$ cat config.mk
export PLATFORM = sky130hd
export DESIGN_NAME = rr_arb4
export DESIGN_NICKNAME = d
export VERILOG_FILES = /design/src/rtl/rr_arb4.sv
export SDC_FILE = /design/constraint.sdc
export NUM_CORES = 1
export LEC_CHECK = 0
export BUFFER_PORTS_ARGS = -buffer_cell sky130_fd_sc_hd__buf_2
export CORE_MARGIN = 2
export CORE_UTILIZATION = 40
export CTS_CLUSTER_DIAMETER = 80
export DETAILED_ROUTE_END_ITERATION = 10
export PLACE_DENSITY_LB_ADDON = 0.2
export SLEW_MARGIN = 20
export SYNTH_ARGS = -nofsm -noshare
export SYNTH_HDL_FRONTEND = slang
export SYNTH_SLANG_ARGS = --single-unit
$ cat constraint.sdc
create_clock -name clk -period 5.8 [get_ports clk]
set_clock_uncertainty 0.1 [all_clocks]
set_input_delay 0.29 -clock clk [delete_from_list [all_inputs] [get_ports clk]]
set_output_delay 0.29 -clock clk [all_outputs]
set_load 0.03 [all_outputs]
$ cat src/rtl/rr_arb4.sv
// rr_arb4: four-way round-robin arbiter with a bounded hold time per grant.
// Latency: one cycle, request sampled on edge n appears on gnt/gnt_id/busy right after edge n.
// Backpressure: none; an owner keeps the grant while it requests, up to MAX_HOLD cycles, en=0 revokes it.
//
// Ports:
//   clk     in   1  rising-edge clock
//   rst     in   1  asynchronous active-high reset
//   en      in   1  arbitration enable; low releases any grant and blocks new ones
//   req     in   4  request lines, bit i for requester i
//   gnt     out  4  registered one-hot grant (all zero when idle)
//   gnt_id  out  2  registered index of the current owner (0 when idle)
//   busy    out  1  registered, high while a grant is active
//
// MAX_HOLD must lie in 1..255; the hold counter is 8 bits wide.

module rr_arb4 #(
   parameter int MAX_HOLD = 8
) (
   input  logic       clk,
   input  logic       rst,
   input  logic       en,
   input  logic [3:0] req,
   output logic [3:0] gnt,
   output logic [1:0] gnt_id,
   output logic       busy
);

   typedef enum logic {
      ST_IDLE  = 1'b0,
      ST_GRANT = 1'b1
   } state_t;

   localparam logic [7:0] HOLD_LIMIT = 8'(MAX_HOLD);

   // Architectural state
   state_t     state_q, state_d;
   logic [1:0] ptr_q,   ptr_d;
   logic [7:0] cnt_q,   cnt_d;
   logic [3:0] gnt_q,   gnt_d;
   logic [1:0] id_q,    id_d;
   logic       busy_q,  busy_d;

   // Decision terms
   logic       hold;
   logic       rel;
   logic [1:0] scan_base;
   logic [3:0] req_rot;
   logic       pick_vld;
   logic [1:0] pick_off;
   logic [1:0] pick_idx;

   // -------------------------------------------------------------------
   // Hold / release decision for the current owner.
   // A single release covers every cause at once (drop, limit, disable),
   // so the pointer can only advance once per edge.
   // -------------------------------------------------------------------
   always_comb begin
      hold = (state_q == ST_GRANT) && en && req[id_q] && (cnt_q < HOLD_LIMIT);
      rel  = (state_q == ST_GRANT) && !hold;
      ptr_d = ptr_q;
      if (rel) begin
         ptr_d = id_q + 2'd1;
      end
      // Search from the post-release pointer so a back-to-back grant
      // already sees the releasing owner as lowest priority.
      scan_base = ptr_d;
   end

   // -------------------------------------------------------------------
   // Rotate the request vector so bit 0 is the highest-priority slot,
   // then take the lowest set bit and rotate the offset back.
   // -------------------------------------------------------------------
   always_comb begin
      req_rot = 4'b0000;
      for (int i = 0; i < 4; i++) begin
         req_rot[i] = req[2'(scan_base + 2'(i))];
      end
   end

   always_comb begin
      pick_vld = 1'b1;
      pick_off = 2'd0;
      if (req_rot[0]) begin
         pick_off = 2'd0;
      end else if (req_rot[1]) begin
         pick_off = 2'd1;
      end else if (req_rot[2]) begin
         pick_off = 2'd2;
      end else if (req_rot[3]) begin
         pick_off = 2'd3;
      end else begin
         pick_vld = 1'b0;
      end
      pick_idx = scan_base + pick_off;
   end

   // -------------------------------------------------------------------
   // Next-state logic for the FSM and its registered outputs.
   // -------------------------------------------------------------------
   always_comb begin
      state_d = state_q;
      cnt_d   = cnt_q;
      gnt_d   = gnt_q;
      id_d    = id_q;
      busy_d  = busy_q;

      if (hold) begin
         cnt_d = cnt_q + 8'd1;
      end else if (en && pick_vld) begin
         // Covers both a fresh grant from IDLE and a back-to-back
         // hand-over on release; the count restarts at one.
         state_d = ST_GRANT;
         id_d    = pick_idx;
         gnt_d   = 4'b0001 << pick_idx;
         busy_d  = 1'b1;
         cnt_d   = 8'd1;
      end else begin
         state_d = ST_IDLE;
         id_d    = 2'd0;
         gnt_d   = 4'b0000;
         busy_d  = 1'b0;
         cnt_d   = 8'd0;
      end
   end

   // -------------------------------------------------------------------
   // State register; reset clears everything immediately.
   // -------------------------------------------------------------------
   always_ff @(posedge clk or posedge rst) begin
      if (rst) begin
         state_q <= ST_IDLE;
         ptr_q   <= 2'd0;
         cnt_q   <= 8'd0;
         gnt_q   <= 4'b0000;
         id_q    <= 2'd0;
         busy_q  <= 1'b0;
      end else begin
         state_q <= state_d;
         ptr_q   <= ptr_d;
         cnt_q   <= cnt_d;
         gnt_q   <= gnt_d;
         id_q    <= id_d;
         busy_q  <= busy_d;
      end
   end

   assign gnt    = gnt_q;
   assign gnt_id = id_q;
   assign busy   = busy_q;

   // -------------------------------------------------------------------
   // Output invariants
   // -------------------------------------------------------------------
   a_gnt_onehot0 : assert property (@(posedge clk) disable iff (rst)
      $onehot0(gnt_q));

   a_gnt_matches_id : assert property (@(posedge clk) disable iff (rst)
      busy_q |-> gnt_q[id_q]);

   a_idle_id_zero : assert property (@(posedge clk) disable iff (rst)
      !busy_q |-> (id_q == 2'd0 && gnt_q == 4'b0000));

   a_busy_state : assert property (@(posedge clk) disable iff (rst)
      busy_q == (state_q == ST_GRANT));

   a_cnt_bound : assert property (@(posedge clk) disable iff (rst)
      busy_q |-> (cnt_q >= 8'd1 && cnt_q <= HOLD_LIMIT));

endmodule

==> results of run 1 <==
==> sequential cells by signal, indices dropped and copies added, names as in the netlist <==
name / count
gnt: 4
cnt_q: 8
state_q: 1
ptr_q: 2
gnt_id: 2
==> worst max path at each step <==
stage | depth (start not counted) | to | slack [ns] | startpoint
after global placement | 10 | gnt_id[1]$_DFFE_PP0N_ | 2.98 | gnt_id[0]$_DFFE_PP0N_
after CTS | 10 | gnt[2]$_DFFE_PP0N_ | 2.89 | gnt_id[0]$_DFFE_PP0N_
after detailed placement | 10 | gnt[2]$_DFFE_PP0N_ | 2.89 | gnt_id[0]$_DFFE_PP0N_
after global routing | 10 | gnt[2]$_DFFE_PP0N_ | 2.65 | gnt_id[0]$_DFFE_PP0N_
final | 10 | gnt[2]$_DFFE_PP0N_ | 2.87 | gnt_id[0]$_DFFE_PP0N_
after floorplan | 11 | gnt[1]$_DFFE_PP0N_ | 3.03 | gnt_id[0]$_DFFE_PP0N_
==> through the flow <==
stage           util  hold WS, ns
2_1_floorplan      -        0.116
3_3_place_gp   0.440        0.296
3_5_place_dp   0.440        0.313
4_1_cts        0.455        0.176
5_1_grt        0.455        0.173
6_report       0.455        0.186
==> layout make-up <==
| type | count | share of cell area |
|---|---|---|
| multi-input combinational | 74 | 0.461 |
| sequential | 17 | 0.388 |
| timing repair buffer | 14 | 0.0685 |
| tap | 30 | 0.0342 |
| clock buffer | 4 | 0.0240 |
| inverter | 7 | 0.0240 |
==> cell families (layout without fill, tap and decap cells) <==
family	after synthesis	in the layout	share of synthesized area
AOI/OAI and AO/OA	23	23	0.185
xor gates and xnor gates	5	5	0.0444
adders and majority gates	2	2	0.0253
buffers and inverters	11	25	0.0684
DFF	17	17	0.431
muxes	5	5	0.0570
other	1	4	0.00380
and+or+nand+nor	35	35	0.185
==> power by group through the flow <==
stage	combinational, mW	sequential, mW	clock, mW
3_3_place_gp	0.175	0.172	0
4_1_cts	0.179	0.170	0.0656
5_1_grt	0.197	0.174	0.0714
2_1_floorplan	0.114	0.198	0
3_5_place_dp	0.178	0.172	0
6_report	0.179	0.170	0.0614
==> per-layer routing <==
metal / global-route usage / routed length, µm / vias up
met4: 0.0641 / 27 / 0
met2: 0.252 / 962 / 10
met1: 0.207 / 904 / 369
met3: 0.0333 / 60 / 4
met5: 0 / 0 / -
li1: - / - / 377
==> what timing repair did <==
| action | in CTS | in global routing |
|---|---|---|
| hold buffers | 1 | 0 |
| setup buffers | 0 | 0 |
| endpoints found under the hold margin | 17 | 0 |
==> cells in the final DEF (no fill, tap or decap), types with 2 or more instances in the layout <==
cell type and n:
sky130_fd_sc_hd__a211oi_2 2, sky130_fd_sc_hd__a21oi_1 5, sky130_fd_sc_hd__a22o_1 2, sky130_fd_sc_hd__a31oi_1 2, sky130_fd_sc_hd__buf_2 13, sky130_fd_sc_hd__clkbuf_4 3
sky130_fd_sc_hd__conb_1 4, sky130_fd_sc_hd__dfrtp_1 17, sky130_fd_sc_hd__ha_1 2, sky130_fd_sc_hd__inv_1 7, sky130_fd_sc_hd__mux2i_1 3, sky130_fd_sc_hd__nand2_1 11
sky130_fd_sc_hd__nand4_1 2, sky130_fd_sc_hd__nor2_1 6, sky130_fd_sc_hd__nor3_1 4, sky130_fd_sc_hd__nor3b_1 2, sky130_fd_sc_hd__o21ai_0 4, sky130_fd_sc_hd__o21ai_1 3
sky130_fd_sc_hd__xnor2_1 2, sky130_fd_sc_hd__xor2_1 3
==> summary.md, run 1 <==
| Metric | Value |
|---|---|
| Outcome | finished, final reports clean |
| Biggest area consumer among synthesized cells | sky130_fd_sc_hd__dfrtp_1 |
| Routed wire length | 1.96 mm |
| Final hold viol count | 0 |
| CP cell instances | nand2b_1 > and3_4 > o31ai_4 > mux2i_1 > mux2i_1 > a21oi_1 > a21oi_1 > ha_1 > xor2_1 > o21ai_1 |
| Placement Rows | 18 |
| Latest clock arrival within the worst-skew pair | 0.28 ns |
| Slowest-stage cell, CP | sky130_fd_sc_hd__dfrtp_1 |
| Warnings from Yosys | 0 |
| Final total negative setup slack | 0 ns |
| Lkg Pwr | about 0.52 nW |
| Data arrival, critical path | between 2 and 3 ns |
| Max H-tree Level | 1 |
| Number of global-route vias before repair | 712 |
| Max_slew headroom | 0.526 |
| Crit Reg-Reg Endpoint | gnt[2]$_DFFE_PP0N_ |
| Cell count after synthesis | 99 |
| Worst hold path endpoint | state_q$_DFFE_PP0N_ |
| Final critical-path setup slack | approximately 2.9 ns |
| Type of element launching the critical path | flip-flop |
| Tmin final | ~2.9 ns |
| Hold Startpoint | en |
| Routed wire length per instance | 13.4 µm |
| Fraction of synthesized cell area taken by the top area cell type | 0.431 |
| Final count of pins violating max slew | 0 |
| Sequential share of power | 0.415 |
| Maximum operating frequency | 0.342 GHz |
| Combinational cell fraction of total power | 0.436 |
| Syn Area/Cell | 9.97 µm² |
| Design internal power | about 0.24 mW |
| Most used DFF post-synth | sky130_fd_sc_hd__dfrtp_1 |
| First-pass GRT wire length | around 3.2 mm |
| NumNets Final | 126 |
| Via-per-instance ratio | 5.21 |
| Delay of the slowest cell on the worst path | 0.50 ns |
| Number of violations reported at the end of detailed-routing iteration 0 | 31 |
| Endpoints failing setup | 0 |
| Largest net degree at the start of global routing | 18 |
| CTS tree | done |
| Biggest area contributors in the synthesized netlist | sky130_fd_sc_hd__dfrtp_1 43%, sky130_fd_sc_hd__nand2_1 4.2%, sky130_fd_sc_hd__buf_6 3.4% |
| Reg2Reg Depth | 10 |
| Final cell count without fillers | around 150 |
| Worst-case vdd ir drop | 173 µV |
| Maximum clock path buffer count | 2 |
| Total inserted antenna cells | 0 |
| Routability cong. | 0.915 |
| Number of cells in the design after placement | 141 |
| Worst flop-to-flop path startpoint | gnt_id[0]$_DFFE_PP0N_ |
| Antenna violations before repair | 0 |
| Routed Antenna Nets | 0 |
| Sequential Area | 425 µm² |
| Die area | between 0.002 and 0.003 mm² |
| Max FO, Critical Path | 10 |
| Asr flop ratio synth | 1.00 |
| Worst-margin pin slew | 0.705 ns |
| Total clock buffers created by CTS | 3 |
| Final total power | 0.411 mW |
| Post-detailed-route DRC marker count | 0 |
| Synthesis-stage register bit count | 17 |
| List of most frequent post-synthesis cells | 17 x sky130_fd_sc_hd__dfrtp_1, 11 x sky130_fd_sc_hd__nand2_1, 7 x sky130_fd_sc_hd__inv_1 |
| Aggregate global-route resource usage | 0.158 |
| Area taken by multi-input logic gates | 505 µm² |
| Post-DP HPWL | 1.42 mm |
| Required time at the worst-slack endpoint | between 5 and 6 ns |
| Synthesized cell area | 987 µm² |
| Clock tree root buffer cell | sky130_fd_sc_hd__clkbuf_4 |
| Width of the chip | approximately 54 µm |
| Element type at the critical path end | flip-flop |
| Max-cap viol count | 0 |
| Clock share of power | 0.149 |
| Depth of the worst hold-timing path | 2 |
| Sequential element share of the synthesized area | 0.431 |
| Final std cell area, no fill | 0.00110 mm² |
| Most frequent cell after synthesis | sky130_fd_sc_hd__dfrtp_1 |
| Share of cells above drive strength 1 | 0.216 |
| Port buffer count | 13 |
| PostCTS Resize Cnt | 0 |
| Crit share post-route | 0.504 |
| NetSw | 0.174 mW |
| Synth-to-layout area growth | 11.0% |
| Cell variety after synth | 37 |
| I/O pin total | 14 |
| Power density over the cells | 375 mW/mm² |
| Number of clock sinks seen by CTS | 17 |
| CP delay by family, top | compound AO/OA/AOI/OAI gates |
| Switching Share | 0.425 |
| Number of detailed-routing iterations run before antenna repair | 4 |
| Filler Cell Count | 232 |
| Crit path buf inv count | 0 |
| Post-detailed-placement cell area | 0.00106 mm² |
| Unrepaired setup endpoints after global routing | no |
| EDFF count, synth | 0 |
| Clock transition at path regs | 0.09 ns |
| Worst R2R Setup Slack | 2.87 ns |
| Kind of path behind the tightest hold check | input pin to flip-flop |
| Sum of overflow across all layers after global routing | 0 |
| Type of the worst setup path | flip-flop to flip-flop |
| Vert. Die Dim | ~54 µm |
| Starting density of the core | 0.410 |
| Core region area | 0.00241 mm² |
| Total via count after detailed routing | 760 |
| Setup Slack @ Placement | 2.89 ns |
(Power assumes the default switching activity.)
==> run 2, diff against run 1 <==
- clock period: 5.8 -> 2.53 ns (I/O delays scaled with it)
==> summary.md, run 2 (same netlist as run 1, synthesis figures left out) <==
| Metric | Value |
|---|---|
| Outcome | finished with violations (was finished, final reports clean) |
| Failing checks | setup timing |
| Commonest non-fill, non-tap cell in the layout | sky130_fd_sc_hd__dfrtp_1 (unchanged) |
| Post-DP HPWL | 1.49 mm (was 1.42 mm) |
| Synth-to-layout area growth | 24.2% (was 11.0%) |
| Routed Antenna Nets | 0 (unchanged) |
| Core region area | 0.00241 mm² (unchanged) |
| Most frequent cells in the layout | 16 x sky130_fd_sc_hd__dfrtp_1, 14 x sky130_fd_sc_hd__buf_4, 13 x sky130_fd_sc_hd__buf_2 (was 17 x sky130_fd_sc_hd__dfrtp_1, 13 x sky130_fd_sc_hd__buf_2, 11 x sky130_fd_sc_hd__nand2_1) |
| Final hold viol count | 0 (unchanged) |
| Maximum clock path buffer count | 2 (unchanged) |
| NumNets Final | 140 (was 126) |
| Antenna violations before repair | 0 (unchanged) |
| Tmin final | 2.60 ns (was 2.93 ns) |
| Vert. Die Dim | 53.7 µm (unchanged) |
| Type of element launching the critical path | flip-flop (unchanged) |
| Routability cong. | 0.818 (was 0.915) |
| Element type at the critical path end | flip-flop (unchanged) |
| Total inserted antenna cells | 0 (unchanged) |
| Max reg flops | 8 (unchanged) |
| Data arrival, critical path | 2.68 ns (was 2.99 ns) |
| Endpoints failing setup | 5 (was 0) |
| Number of clock sinks seen by CTS | 17 (unchanged) |
| Placement Rows | 18 (unchanged) |
| Number of cells in the design after placement | 153 (was 141) |
| First-pass GRT wire length | 3.13 mm (was 3.22 mm) |
| Setup Slack @ Placement | -0.0594 ns (was 2.89 ns) |
| Lkg Pwr | 0.589 nW (was 0.521 nW) |
| Clock transition at path regs | 0.10 ns (was 0.09 ns) |
| Aggregate global-route resource usage | 0.151 (was 0.158) |
| Routed wire length per instance | 12.2 µm (was 13.4 µm) |
| Number of violations reported at the end of detailed-routing iteration 0 | 4 (was 31) |
| Area taken by multi-input logic gates | 529 µm² (was 505 µm²) |
| Routed wire length | 1.95 mm (was 1.96 mm) |
| Filler Cell Count | 228 (was 232) |
| Max_slew headroom | 0.537 (was 0.526) |
| Starting density of the core | 0.410 (unchanged) |
| Worst-case vdd ir drop | 409 µV (was 173 µV) |
| Sequential Area | 427 µm² (was 425 µm²) |
| Max-cap viol count | 0 (unchanged) |
| Die area | 0.00288 mm² (unchanged) |
| Post-detailed-route DRC marker count | 0 (unchanged) |
| Crit share post-route | 1.03 (was 0.504) |
| Final cell count without fillers | 160 (was 146) |
| Largest net degree at the start of global routing | 18 (unchanged) |
| Sum of overflow across all layers after global routing | 0 (unchanged) |
| Max FO, Critical Path | 3 (was 10) |
| GRT met1 Usage | 0.189 (was 0.207) |
| Clock tree root buffer cell | sky130_fd_sc_hd__clkbuf_4 (unchanged) |
| Total via count after detailed routing | 784 (was 760) |
| Share of cells above drive strength 1 | 0.346 (was 0.216) |
| Most flop-heavy register | cnt_q (unchanged) |
| Via-per-instance ratio | 4.90 (was 5.21) |
| Final total negative setup slack | -0.183 ns (was 0 ns) |
| Maximum operating frequency | 0.385 GHz (was 0.342 GHz) |
| Power density over the cells | 839 mW/mm² (was 375 mW/mm²) |
| Number of detailed-routing iterations run before antenna repair | 4 (unchanged) |
| Max H-tree Level | 1 (unchanged) |
| Width of the chip | 53.7 µm (unchanged) |
| Kind of path behind the tightest hold check | input pin to flip-flop (unchanged) |
| Post-layout util | 0.509 (was 0.455) |
| GR met2 Demand/Resource | 0.254 (was 0.252) |
| Port buffer count | 13 (unchanged) |
| Required time at the worst-slack endpoint | 2.61 ns (was 5.86 ns) |
| I/O pin total | 14 (unchanged) |
| Unrepaired setup endpoints after global routing | yes (was no) |
| Type of the worst setup path | flip-flop to flip-flop (unchanged) |
| Worst-margin pin slew | 0.689 ns (was 0.705 ns) |
| CTS tree | done (unchanged) |
| Met3 GRT Util | 0.0333 (unchanged) |
| Final count of pins violating max slew | 0 (unchanged) |
| Layer with the highest usage after global routing | met2 (unchanged) |
| Final critical-path setup slack | -0.0668 ns (was 2.87 ns) |
| Number of global-route vias before repair | 706 (was 712) |
| Latest clock arrival within the worst-skew pair | 0.28 ns (about the same) |
| Total clock buffers created by CTS | 3 (unchanged) |
run 2: cell types whose count changed in the layout (fill, tap and decap cells not counted), sizes merged:
| cell | delta |
|---|---|
| buf | +14 |
run 2: routing by layer:
| metal | part of all wire | vias to the layer above |
|---|---|---|
| met5 | 0 | - |
| met4 | 0.0062 | 0 |
| met3 | 0.029 | 2 |
| met2 | 0.48 | 14 |
| met1 | 0.48 | 366 |
| li1 | - | 402 |
run 2: cell type report:
cell class | count | share of cell area
repair buffers | 28 | 0.147
clock buffers | 4 | 0.0214
flip-flops and latches | 17 | 0.348
inverters | 7 | 0.0214
multi-input cells | 74 | 0.432
well taps | 30 | 0.0306
run 2: what timing repair did:
action	in CTS	in global routing
endpoints found under the hold margin	17	0
pin swaps	3	3
setup buffers	2	0
setup endpoints to repair	6	6
resized for setup	1	1
hold buffers	1	0
run 2: worst max-delay path, cell delays in order, from the launching register on:
cell,delay (ns)
sky130_fd_sc_hd__dfrtp_1,0.37
sky130_fd_sc_hd__nor3_1,0.18
sky130_fd_sc_hd__nand4_1,0.18
sky130_fd_sc_hd__o31ai_4,0.32
sky130_fd_sc_hd__mux2i_2,0.32
sky130_fd_sc_hd__mux2i_1,0.22
sky130_fd_sc_hd__a21oi_1,0.09
sky130_fd_sc_hd__a21oi_1,0.13
sky130_fd_sc_hd__ha_1,0.25
sky130_fd_sc_hd__and3_4,0.16
sky130_fd_sc_hd__a22o_1,0.18
run 2: where the power goes:
group          total [mW]  internal (mW)  switching (mW)  leakage [nW]
sequential          0.384          0.327          0.0568         0.215
clock               0.143         0.0612          0.0814        0.0150
combinational       0.502          0.221           0.281         0.359
run 2: stage by stage:
step | total power [mW] | cell area [µm²] | hold WS [ns]
after floorplan | 0.740 | 1020 | -0.0475
after global placement | 0.865 | 1170 | 0.120
after detailed placement | 0.873 | 1170 | 0.139
after CTS | 1.03 | 1230 | 0.0299
after global routing | 1.10 | 1230 | 0.0165
final | 1.03 | 1230 | 0.0378
run 2: path summary, 6_finish.rpt:
check,startpoint,endpoint,slack (ns),cells past startpoint
worst max-delay path,cnt_q[7]$_DFF_PP0_,gnt[1]$_DFFE_PP0N_,-0.07,10
max in group asynchronous,rst,gnt_id[0]$_DFFE_PP0N_,1.55,3
worst min-delay path,en,state_q$_DFFE_PP0N_,0.04,2
min in group asynchronous,rst,cnt_q[2]$_DFF_PP0_,0.35,3
worst min register to register,gnt[2]$_DFFE_PP0N_,gnt[2]$_DFFE_PP0N_,0.39,2
worst max register to register,cnt_q[7]$_DFF_PP0_,gnt[1]$_DFFE_PP0N_,-0.07,10
